--- src/rtl/gpio_seq.sv ---
// gpio_seq: timed GPIO write-pattern sequencer with CPU-priority port arbiter.
// Software stages a short program of {op, data, delay} entries through the
// config port; the FSM replays it onto the GPIO register port, once or looped.
// Optional feature macro: GPIO_SEQ_PRESCALE_EN adds a tick prescaler (reg 4).
module gpio_seq #(
  parameter int DEPTH = 16,
  parameter int DLY_W = 16,
  parameter int XLEN  = 32
) (
  input  logic            clk_i,
  input  logic            rst_i,
  input  logic            stb_i,
  input  logic [2:0]      adr_i,
  input  logic            we_i,
  input  logic [XLEN-1:0] dat_i,
  output logic [XLEN-1:0] dat_o,
  input  logic            cpu_stb_i,
  input  logic [3:0]      cpu_adr_i,
  input  logic [3:0]      cpu_byte_sel_i,
  input  logic            cpu_we_i,
  input  logic [XLEN-1:0] cpu_dat_i,
  output logic            m_stb_o,
  output logic [3:0]      m_adr_o,
  output logic [3:0]      m_byte_sel_o,
  output logic            m_we_o,
  output logic [XLEN-1:0] m_dat_o,
  output logic            busy_o,
  output logic            done_irq_o
);
  localparam int PC_W  = $clog2(DEPTH);
  localparam int CNT_W = PC_W + 1;
  localparam int ENT_W = 2 + XLEN + DLY_W;

  typedef enum logic [1:0] {S_IDLE, S_ISSUE, S_WAIT} state_t;

  state_t             state_reg, state_next;
  logic [PC_W-1:0]    pc_reg, pc_next;
  logic [DLY_W-1:0]   dly_cnt_reg, dly_cnt_next;
  logic [15:0]        presc_cnt_reg, presc_cnt_next;
  logic [15:0]        presc_val;

  logic               en_reg, loop_reg, done_ie_reg, done_reg, ovf_reg;
  logic [CNT_W-1:0]   count_reg;
  logic [XLEN-1:0]    cmd_data_reg;

  logic [ENT_W-1:0]   prog_mem [DEPTH];
  logic [ENT_W-1:0]   entry_reg;
  logic [1:0]         entry_op;
  logic [XLEN-1:0]    entry_dat;
  logic [DLY_W-1:0]   entry_dly;
  logic [3:0]         entry_adr;

  logic cfg_wr, wr_ctrl, wr_data, wr_push, wr_w1c;
  logic busy, full, empty, push_ok, pc_last;
  logic seq_stb, advance, fsm_done;

  assign cfg_wr  = stb_i & we_i;
  assign wr_ctrl = cfg_wr && (adr_i == 3'd0);
  assign wr_data = cfg_wr && (adr_i == 3'd2);
  assign wr_push = cfg_wr && (adr_i == 3'd3);
  assign wr_w1c  = cfg_wr && (adr_i == 3'd5);

  assign busy    = (state_reg != S_IDLE);
  assign full    = (count_reg == CNT_W'(DEPTH));
  assign empty   = (count_reg == '0);
  assign push_ok = wr_push & ~full & ~busy;
  assign pc_last = ({1'b0, pc_reg} + CNT_W'(1)) >= count_reg;

  assign entry_op  = entry_reg[ENT_W-1 -: 2];
  assign entry_dat = entry_reg[DLY_W +: XLEN];
  assign entry_dly = entry_reg[DLY_W-1:0];

`ifdef GPIO_SEQ_PRESCALE_EN
  logic [15:0] presc_reg;
  logic        wr_presc;
  assign wr_presc = cfg_wr && (adr_i == 3'd4);
  // Prescaler reload value, software programmable.
  always_ff @(posedge clk_i) begin
    if (rst_i) presc_reg <= '0;
    else if (wr_presc) presc_reg <= dat_i[15:0];
  end
  assign presc_val = presc_reg;
`else
  assign presc_val = '0;
`endif

  // Program store; read is addressed by the next pc so entry_reg always
  // holds the entry the FSM will issue in the coming cycle.
  always_ff @(posedge clk_i) begin
    if (push_ok)
      prog_mem[count_reg[PC_W-1:0]] <= {dat_i[1:0], cmd_data_reg, dat_i[DLY_W+1:2]};
    entry_reg <= prog_mem[pc_next];
  end

  // Operation code to GPIO register index.
  always_comb begin
    entry_adr = 4'd1;
    case (entry_op)
      2'd0: entry_adr = 4'd1;
      2'd1: entry_adr = 4'd3;
      2'd2: entry_adr = 4'd4;
      2'd3: entry_adr = 4'd5;
      default: entry_adr = 4'd1;
    endcase
  end

  // Sequencer state register.
  always_ff @(posedge clk_i) begin
    if (rst_i) begin
      state_reg     <= S_IDLE;
      pc_reg        <= '0;
      dly_cnt_reg   <= '0;
      presc_cnt_reg <= '0;
    end else begin
      state_reg     <= state_next;
      pc_reg        <= pc_next;
      dly_cnt_reg   <= dly_cnt_next;
      presc_cnt_reg <= presc_cnt_next;
    end
  end

  // Next-state logic. The issue cycle counts as the first cycle of the
  // first tick, so a delay of d spans (d+1) full ticks between strobes.
  always_comb begin
    state_next     = state_reg;
    pc_next        = pc_reg;
    dly_cnt_next   = dly_cnt_reg;
    presc_cnt_next = presc_cnt_reg;
    seq_stb        = 1'b0;
    advance        = 1'b0;
    fsm_done       = 1'b0;
    case (state_reg)
      S_IDLE: begin
        if (en_reg) begin
          if (!empty) begin
            state_next = S_ISSUE;
            pc_next    = '0;
          end else begin
            fsm_done = 1'b1;
          end
        end
      end
      S_ISSUE: begin
        if (!en_reg) begin
          state_next = S_IDLE;
          pc_next    = '0;
        end else if (!cpu_stb_i) begin
          seq_stb = 1'b1;
          if (entry_dly == '0) begin
            advance = 1'b1;
          end else begin
            state_next = S_WAIT;
            if (presc_val == '0) begin
              dly_cnt_next   = entry_dly - DLY_W'(1);
              presc_cnt_next = '0;
            end else begin
              dly_cnt_next   = entry_dly;
              presc_cnt_next = presc_val - 16'd1;
            end
          end
        end
      end
      S_WAIT: begin
        if (!en_reg) begin
          state_next = S_IDLE;
          pc_next    = '0;
        end else if (presc_cnt_reg != '0) begin
          presc_cnt_next = presc_cnt_reg - 16'd1;
        end else begin
          presc_cnt_next = presc_val;
          if (dly_cnt_reg == '0) advance = 1'b1;
          else dly_cnt_next = dly_cnt_reg - DLY_W'(1);
        end
      end
      default: begin
        state_next = S_IDLE;
        pc_next    = '0;
      end
    endcase
    if (advance) begin
      if (!pc_last) begin
        pc_next    = pc_reg + PC_W'(1);
        state_next = S_ISSUE;
      end else if (loop_reg) begin
        pc_next    = '0;
        state_next = S_ISSUE;
      end else begin
        pc_next    = '0;
        state_next = S_IDLE;
        fsm_done   = 1'b1;
      end
    end
  end

  // Control/status registers and program count.
  always_ff @(posedge clk_i) begin
    if (rst_i) begin
      en_reg       <= 1'b0;
      loop_reg     <= 1'b0;
      done_ie_reg  <= 1'b0;
      done_reg     <= 1'b0;
      ovf_reg      <= 1'b0;
      count_reg    <= '0;
      cmd_data_reg <= '0;
    end else begin
      if (wr_ctrl) begin
        en_reg      <= dat_i[0];
        loop_reg    <= dat_i[1];
        done_ie_reg <= dat_i[3];
      end else if (fsm_done) begin
        en_reg <= 1'b0;
      end
      if (wr_ctrl && dat_i[2] && !busy) count_reg <= '0;
      else if (push_ok) count_reg <= count_reg + CNT_W'(1);
      if (wr_data) cmd_data_reg <= dat_i;
      if (fsm_done) done_reg <= 1'b1;
      else if (wr_w1c && dat_i[3]) done_reg <= 1'b0;
      if (wr_push && (full || busy)) ovf_reg <= 1'b1;
      else if (wr_w1c && dat_i[4]) ovf_reg <= 1'b0;
    end
  end

  // Config read mux.
  always_comb begin
    dat_o = '0;
    case (adr_i)
      3'd0: dat_o[3:0] = {done_ie_reg, 1'b0, loop_reg, en_reg};
      3'd1: begin
        dat_o[4:0]  = {ovf_reg, done_reg, empty, full, busy};
        dat_o[15:8] = 8'(count_reg);
      end
      3'd2: dat_o = cmd_data_reg;
      3'd4: dat_o[15:0] = presc_val;
      default: dat_o = '0;
    endcase
  end

  // CPU always owns the port while it strobes.
  always_comb begin
    if (cpu_stb_i) begin
      m_stb_o      = 1'b1;
      m_adr_o      = cpu_adr_i;
      m_byte_sel_o = cpu_byte_sel_i;
      m_we_o       = cpu_we_i;
      m_dat_o      = cpu_dat_i;
    end else begin
      m_stb_o      = seq_stb;
      m_adr_o      = entry_adr;
      m_byte_sel_o = 4'hF;
      m_we_o       = 1'b1;
      m_dat_o      = entry_dat;
    end
  end

  assign busy_o     = busy;
  assign done_irq_o = done_reg & done_ie_reg;

endmodule
--- config.mk ---
export PLATFORM = sky130hd
export DESIGN_NAME = gpio_seq
export DESIGN_NICKNAME = d
export VERILOG_FILES = /design/src/rtl/gpio_seq.sv
export SDC_FILE = /design/constraint.sdc
export NUM_CORES = 1
export LEC_CHECK = 0
export BUFFER_PORTS_ARGS = -buffer_cell sky130_fd_sc_hd__buf_2
export CORE_ASPECT_RATIO = 1.5
export CORE_MARGIN = 2
export CORE_UTILIZATION = 37
export CTS_BUF_LIST = sky130_fd_sc_hd__clkbuf_4
export CTS_CLUSTER_DIAMETER = 100
export DETAILED_ROUTE_END_ITERATION = 16
export GPL_TIMING_DRIVEN = 0
export PLACE_DENSITY = 0.57
export SYNTH_ARGS = -nofsm -noshare
export SYNTH_HDL_FRONTEND = slang
export SYNTH_SLANG_ARGS = --single-unit
--- constraint.sdc ---
create_clock -name clk_i -period 14.2 [get_ports clk_i]
set_input_delay 3.55 -clock clk_i [delete_from_list [all_inputs] [get_ports clk_i]]
set_output_delay 3.55 -clock clk_i [all_outputs]
set_load 0.03 [all_outputs]
==> metrics.yaml <==
finalNetCount: 3108
syn_area_sq_um: 38500
viasPerCell: 5.57
start_util: 0.371
cts_root_buffer: "clkbuf_4"
synth_top_area_frac: 0.624
synth_warnings: 0
outcome: "complete, no violations"
clock_skew_ns: 0.0944
gp_congestion: 0.898
async_flop_share: 0
nFillCells: 9536
netlist_instances: 2603
setup_viol: 0
worstPathRequired_ns: 10.65
dieArea_sq_um: 107000
worstSetupPathType: "in -> out"
die_h_um: 399
clock_latency_ns: 1.15
ff_latch_area_sq_um: 26600
synthFlopType: "edfxtp_1"
grt_setup_unrepaired: "no"
grt_usage: 0.220
syn2layout_area_growth_pct: 16.5
synth_seq_cells: 930
drc: 0
hpwl_um: 84600
synth_edf_count: 800
cts-resized-gates: 0
hold_buffers: 0
yosys.area.top_type: "edfxtp_1"
ys_seq_area_frac: 0.691
path_max_fanout: 10
syn_avg_cell_area_sq_um: 14.8
boundaryPins: 157
drt-total-wl_um: 119000
multi_input_area_sq_um: 10900
clockBufferDepth: 3
clk_transition_reported_paths_ns: 0.06
largest_register_ffs: 800
gr-total-overflow: 0
fin_setup_tns_ns: 0
p_per_area_nw_per_um2: 117
firstDrtPassIters: 8
cp-start-kind: "input pin"
drtIter0Drc: 2161
end_kind: "primary output"
synth.most_common_cell: "edfxtp_1"
hold_viol: 0
worstPathArrival_ns: 6.49
max-vdd-ir-drop_uv: 78.7
period_share: 0.707
rows: 145
worst_slew_pin_slew_ns: 1.10
htree_num_levels: 4
synth_nets: 2701
cts_buffers: 210
drive_gt1_frac: 0.215
cts_tree: "built"
post_cts_buffers: 0
grt_pass1_wl_um: 171000
hp-class: "reg -> reg"
whs_ns: 0.482
antenna_found_initial: 9
core_area_sq_um: 104000
fmax_mhz: 99.6
drv_slew: 0
die_x_um: 267
synth_commonest_cells: "edfxtp_1, nand2_1, mux2i_1"
synth.distinct_cells: 74
synth_area_leaders: "edfxtp_1, dfxtp_1, mux2i_1"
grt_pass1_vias: 26300
io_buffers: 154
cap_viol_max_count: 0
clkSinkCount: 930
grt_start_max_net_pins: 25
drtAntennaViolNets: 0
slew_headroom: 0.267
vias: 25600
wl_per_cell_um: 25.8
post-route-min-period_ns: 10.04
p_leak_uw: 0.0173
## critical path: stages
cell      delay, ns
clkbuf_1       0.31
nor2b_1        0.18
clkbuf_1       0.29
nor2b_1        0.67
clkbuf_1       0.85
and2_1         0.38
buf_2          0.25
## report_power, final
part / internal [uW] / leakage [uW] / switching [uW]
Clock: 1160 / 0.00170 / 1060
Sequential: 2940 / 0.00871 / 7.78
Combinational: 24.3 / 0.00694 / 58.0
Total: 4130 / 0.0173 / 1130
## worst paths after layout
check,depth (start not counted),start,end,slack (ns)
max reg2reg,12,state_reg[0],entry_reg[40],8.33
min reg2reg,2,presc_cnt_reg[3],presc_cnt_reg[3],0.48
min,2,presc_cnt_reg[3],presc_cnt_reg[3],0.48
max,7,adr_i[1],dat_o[6],4.16
## final cells by class
class | instances | share of cell area
timing repair buffer | 195 | 0.0352
multi-input combinational | 1438 | 0.243
sequential | 930 | 0.593
clock inverter | 73 | 0.0110
clock buffer | 321 | 0.0537
inverter | 15 | 0.00125
tap | 1396 | 0.0389
antenna | 7 | 0.000390
buffer | 220 | 0.0235
## placed cells by master (no fill, tap or decap), drive strengths merged, types with 8 or more instances in the layout
cell       n
a22oi      9
mux2      35
a21oi    165
nand2b    10
a221oi    99
clkinv    60
or4b      50
a211oi   153
dfxtp    130
buf      264
clkbuf   472
and2      27
nand3      9
o211a    151
nor2b      8
a2111oi   49
nand2    209
o21ai     18
xnor2     15
nor2      82
or4bb     49
nor3      20
inv       17
o211ai     8
ha        17
edfxtp   800
mux2i    168
## stage by stage
stage               utilization  worst slack [ns]  cells  total power [uW]  area (sq um)
global placement          0.395              3.11   4153              3090         41000
floorplan                     -              5.64   2603              3050         38500
CTS                       0.432              4.16   4588              5310         44900
global route              0.432              4.03   4594              5440         44900
finish                    0.433              4.16   4595              5260         44900
detailed placement        0.404              4.18   4194              3090         42000
## logic make-up after synthesis
group | synth area share
muxes | 0.0540
DFF | 0.691
buffers and inverters | 0.0288
and+or+nand+nor | 0.0771
adders and majority gates | 0.00552
AOI/OAI and AO/OA | 0.138
xor gates and xnor gates | 0.00500
## metal layers
layer	share of wire	wire, um	GRT usage
met5	0.00040	48	0
met4	0.043	5120	0.104
met3	0.062	7400	0.0489
met2	0.52	62000	0.395
met1	0.37	44100	0.247
(Power assumes the default switching activity.)
